--- src/rtl/blink_pkg.sv ---
// Shared constants, cell permutation and FSM encoding for the Blink-64
// round controller and its shuffle network.
package blink_pkg;

  localparam int BLINK_N      = 64;
  localparam int BLINK_CELL_W = 4;
  localparam int BLINK_CELLS  = 16;

  // Forward shuffle: out cell i takes in cell BLINK_PERM[i].
  localparam int BLINK_PERM [BLINK_CELLS] = '{
    0, 5, 11, 10, 1, 6, 4, 13, 2, 12, 9, 15, 3, 7, 14, 8
  };

  typedef enum logic [1:0] {
    IDLE = 2'd0,
    RUN  = 2'd1,
    DONE = 2'd2
  } blink_state_e;

endpackage

--- src/rtl/blink_cell_shuffle.sv ---
// Blink-64 cell shuffle network; INV = 0 is the forward shuffle, INV = 1 its
// inverse. Pure wiring, no logic gates.
module blink_cell_shuffle
  import blink_pkg::*;
#(
  parameter bit INV = 1'b0
) (
  input  logic [BLINK_N-1:0] data_i,
  output logic [BLINK_N-1:0] data_o
);

  always_comb begin
    data_o = '0;
    for (int i = 0; i < BLINK_CELLS; i++) begin
      if (INV) begin
        data_o[BLINK_CELL_W*BLINK_PERM[i] +: BLINK_CELL_W] = data_i[BLINK_CELL_W*i +: BLINK_CELL_W];
      end else begin
        data_o[BLINK_CELL_W*i +: BLINK_CELL_W] = data_i[BLINK_CELL_W*BLINK_PERM[i] +: BLINK_CELL_W];
      end
    end
  end

endmodule

--- src/rtl/blink64_round_ctrl.sv ---
// Iterative Blink-64 round controller: owns the 64-bit state and round counter,
// drives the external round function and applies the cell shuffle each round.
// Define BLINK_ROUND_CTRL_ABORT_EN to add the abort input.
module blink64_round_ctrl
  import blink_pkg::*;
#(
  parameter int ROUNDS = 16,  // 1..31
  parameter int RW     = 5    // 2**RW must exceed ROUNDS
) (
  input  logic               clk,
  input  logic               rst,
  // Handshakes: a transfer happens on an edge where valid && ready; valid
  // never waits on ready, and data is held stable while valid is high.
  input  logic               in_valid,
  output logic               in_ready,
  input  logic               in_dec,
  input  logic [BLINK_N-1:0] in_data,
  output logic               out_valid,
  input  logic               out_ready,
  output logic [BLINK_N-1:0] out_data,
  output logic [BLINK_N-1:0] rf_state,
  output logic [RW-1:0]      rf_round,
  output logic               rf_dec,
  input  logic [BLINK_N-1:0] rf_result,
  output logic               busy,
`ifdef BLINK_ROUND_CTRL_ABORT_EN
  input  logic               abort,
`endif
  output blink_state_e       dbg_state_o
);

  localparam logic [RW-1:0] LAST_RND = RW'(ROUNDS - 1);

  blink_state_e       fsm_q, fsm_d;
  logic [BLINK_N-1:0] state_q, state_d;
  logic [RW-1:0]      round_q, round_d;
  logic               dec_q, dec_d;
  logic [BLINK_N-1:0] fwd_result;
  logic [BLINK_N-1:0] inv_state;
  logic               last_round;
  logic               abort_hit;

  blink_cell_shuffle #(.INV(1'b0)) u_fwd (
    .data_i (rf_result),
    .data_o (fwd_result)
  );

  blink_cell_shuffle #(.INV(1'b1)) u_inv (
    .data_i (state_q),
    .data_o (inv_state)
  );

`ifdef BLINK_ROUND_CTRL_ABORT_EN
  assign abort_hit = abort && (fsm_q != IDLE);
`else
  assign abort_hit = 1'b0;
`endif

  assign last_round = dec_q ? (round_q == '0) : (round_q == LAST_RND);

  // Encrypt shuffles after the round function, decrypt un-shuffles before it.
  assign rf_state = dec_q ? inv_state : state_q;
  assign rf_round = round_q;
  assign rf_dec   = dec_q;
  assign out_data = state_q;

  always_ff @(posedge clk) begin
    if (rst) begin
      fsm_q   <= IDLE;
      state_q <= '0;
      round_q <= '0;
      dec_q   <= 1'b0;
    end else begin
      fsm_q   <= fsm_d;
      state_q <= state_d;
      round_q <= round_d;
      dec_q   <= dec_d;
    end
  end

  always_comb begin
    fsm_d = fsm_q;
    unique case (fsm_q)
      IDLE:    if (in_valid)   fsm_d = RUN;
      RUN:     if (last_round) fsm_d = DONE;
      DONE:    if (out_ready)  fsm_d = IDLE;
      default: fsm_d = IDLE;
    endcase
    if (abort_hit) fsm_d = IDLE;
  end

  always_comb begin
    state_d = state_q;
    round_d = round_q;
    dec_d   = dec_q;
    unique case (fsm_q)
      IDLE: begin
        if (in_valid) begin
          state_d = in_data;
          dec_d   = in_dec;
          round_d = in_dec ? LAST_RND : '0;
        end
      end
      RUN: begin
        state_d = dec_q ? rf_result : fwd_result;
        // Counter parks on its final value so DONE shows the last round index.
        if (!last_round) begin
          round_d = dec_q ? (round_q - RW'(1)) : (round_q + RW'(1));
        end
      end
      default: ;
    endcase
    if (abort_hit) begin
      state_d = '0;
      round_d = '0;
    end
  end

  always_comb begin
    in_ready    = (fsm_q == IDLE) && !rst;
    out_valid   = (fsm_q == DONE);
    busy        = (fsm_q == RUN);
    dbg_state_o = fsm_q;
  end

endmodule

--- config.mk ---
export PLATFORM = sky130hd
export DESIGN_NAME = blink64_round_ctrl
export DESIGN_NICKNAME = d
export VERILOG_FILES = /design/src/rtl/blink_pkg.sv /design/src/rtl/blink_cell_shuffle.sv /design/src/rtl/blink64_round_ctrl.sv
export SDC_FILE = /design/constraint.sdc
export NUM_CORES = 1
export LEC_CHECK = 0
export ABC_AREA = 1
export CORE_UTILIZATION = 38
export CTS_CLUSTER_SIZE = 8
export DETAILED_ROUTE_END_ITERATION = 7
export GPL_ROUTABILITY_DRIVEN = 0
export MAX_ROUTING_LAYER = met4
export PLACE_DENSITY = 0.9
export SLEW_MARGIN = 10
export SYNTH_ARGS = -nofsm -noshare
export SYNTH_HDL_FRONTEND = slang
export SYNTH_SLANG_ARGS = --single-unit
--- constraint.sdc ---
create_clock -name clk -period 1.8 [get_ports clk]
set_input_delay 0.27 -clock clk [delete_from_list [all_inputs] [get_ports clk]]
set_output_delay 0.27 -clock clk [all_outputs]
set_load 0.02 [all_outputs]
==> flow_summary.ini <==
[sta]
slew_violations = 0
finalSetupTns_ns = 0
rsz0062_at_grt = yes
final-setup-viol-count = 0
worst_slew_pin_slew_ns = 0.3378
period_minus_slack_ns = 1.759
max_freq_ghz = 0.5686
fin_crit_sh = 0.9770
slew_headroom = 0.7748
hold_viol_final = 0
worst_clock_skew_ns = 0.009056

[critical_path]
slowest_delay_ns = 0.40
critical_path_required_ns = 1.53
cp.arrival_ns = 1.49
cp-start-kind = flop
timing.critical_path.fanout_max = 27
cp_slowest_cell = dfxtp_4
endpoint_kind = primary output
crit_chain = clkinv_4, bufbuf_16, o21ai_0, buf_2
worst-setup-path-type = flop to primary output

[clock_network]
cts.sinks = 72
cts.hold.buffers_added = 0
ctsLongestPathBuffers = 2
clk-insertion-delay-late_ns = 0.33
path_clk_slew_ns = 0.06
cts_buffers = 9
h-tree-depth = 3
cts_tree = yes
cts-root-buf = clkbuf_16

[routing]
antenna_left = 0
drt_iter0_drc = 608
wl_mm = 18.44
routed_via_density = 5.377
drt_pass1_iterations = 8
wire_per_inst_um = 16.50
dr_total_vias = 6012
post-route-drc-count = 21

[place]
port_buffers = 271
dp_hpwl_mm = 13.76
dpl_cell_area_mm2 = 0.007388
dp_cells = 1100

[grt]
grtUsageTotal = 0.2978
antenna_found_initial = 0
grt_pass1_wl_mm = 28.37
grt_max_degree = 55
grt_pass1_vias = 5653
gr-total-overflow = 0

[yosys]
synth_warnings = 0
yosysUniqueCellTypes = 22
synthCells = 730
ys_seq_area_frac = 0.3144
synth_area_per_cell_um2 = 6.280
syn_area_mm2 = 0.004584
syn_nets = 867
ys_ff_latch = 72

[power]
p_leak_nw = 3.266
ir_drop_mv = 0.5294
power.density_mw_per_mm2 = 986.5

[outcome]
violations = design-rule violations
status = finished with violations

[die]
dieHeight_um = 111.8
dieArea_mm2 = 0.01251
rows = 39
io_pins = 272
start_util = 0.3964
coreArea_mm2 = 0.01156
die_w_um = 111.8

[final_layout]
fin_area_mm2 = 0.007659
area_growth_syn_to_layout_pct = 67.06
fin_util = 0.6622
mostFrequentLayoutCells = 232 x nand2_1, 211 x clkdlybuf4s50_1, 176 x a21oi_1, 69 x dfxtp_1, 67 x o21ai_1
final_nets = 1108
layout_commonest_cell = nand2_1
drive_above_1_share = 0.08615
fill_cells = 1008
stdcell_count = 1118
n_antenna_cell = 0

[run]
maxCapViolCount = 0

[hold_path]
hold_path_class = input port to flop
[Yosys cell counts, drive strengths merged]
master | number | share of area
a21oi | 177 | 0.19
a31oi | 8 | 0.011
buf | 55 | 0.087
clkbuf | 13 | 0.011
dfxtp | 72 | 0.31
fa | 1 | 0.0044
ha | 3 | 0.0082
inv | 31 | 0.025
nand2 | 233 | 0.19
nand3 | 12 | 0.017
nand3b | 1 | 0.0016
nor2 | 14 | 0.015
o21ai | 109 | 0.12
xnor2 | 1 | 0.0019
[stage by stage]
step	setup WS (ns)	power [mW]	hold WS [ns]
after floorplan	-0.05006	4.108	0.3391
after global placement	0.03183	5.747	0.5174
after detailed placement	0.01213	5.797	0.5270
after CTS	0.002919	7.554	0.4970
after global routing	-0.01449	7.948	0.5180
final	0.04133	7.555	0.5065
[final cells by class]
type,count,area [um2],share of cell area
repair buffers,298,2963,0.3869
well taps,143,178.9,0.02336
multi-input cells,559,2629,0.3432
clock inverters,2,35.03,0.004574
clock buffers,13,281.5,0.03676
inverters,31,123.9,0.01617
flip-flops and latches,72,1448,0.1890
[timing repair]
action / CTS / global route
gates cloned: 2 / 0
setup buffers: 1 / 0
resized for setup: 121 / 23
pin swaps: 0 / 0
hold endpoints to repair: 0 / 0
setup endpoints to repair: 59 / 17
[critical path, delay by kind of cell, from the launching register on]
kind | cells | cell delay [ns]
buf+inv | 3 | 0.60
flops | 1 | 0.40
compound gates | 1 | 0.16
[sequential cells by signal (all words and copies together), names as in the netlist]
signal and cells:
dbg_state_o 2, out_data 64, rf_dec 1, rf_round 5
[kinds of logic after synthesis]
family                     Yosys count  synth area share
AOI/OAI and AO/OA                  294            0.3231
and+or+nand+nor                    260            0.2249
buffers and inverters               99            0.1231
DFF                                 72            0.3144
adders and majority gates            4           0.01256
xor gates and xnor gates             1          0.001911
[layer usage]
metal / GRT usage / wire length [um] / vias to the layer above
li1: - / - / 2917
met1: 0.3142 / 6744 / 2722
met2: 0.5188 / 9167 / 314
met3: 0.06587 / 1639 / 59
met4: 0.1568 / 892 / 0
met5: - / 0 / -
[report_power, final]
| part | leakage [nW] | switching (mW) | internal (mW) |
|---|---|---|---|
| sequential | 0.599 | 0.304 | 1.86 |
| combinational | 2.51 | 1.97 | 1.53 |
| clock | 0.157 | 0.667 | 1.22 |
[final timing paths]
kind	end	cells past startpoint	slack, ns	from
worst max-delay path	rf_state[42]	4	0.04	rf_dec$_SDFFE_PP0P_
worst min-delay path	out_data[3]$_SDFFE_PP0P_	3	0.51	rf_result[3]
worst max register to register	out_data[10]$_SDFFE_PP0P_	7	0.06	rf_dec$_SDFFE_PP0P_
worst min register to register	out_data[23]$_SDFFE_PP0P_	2	0.54	out_data[23]$_SDFFE_PP0P_
(Power assumes the default switching activity.)
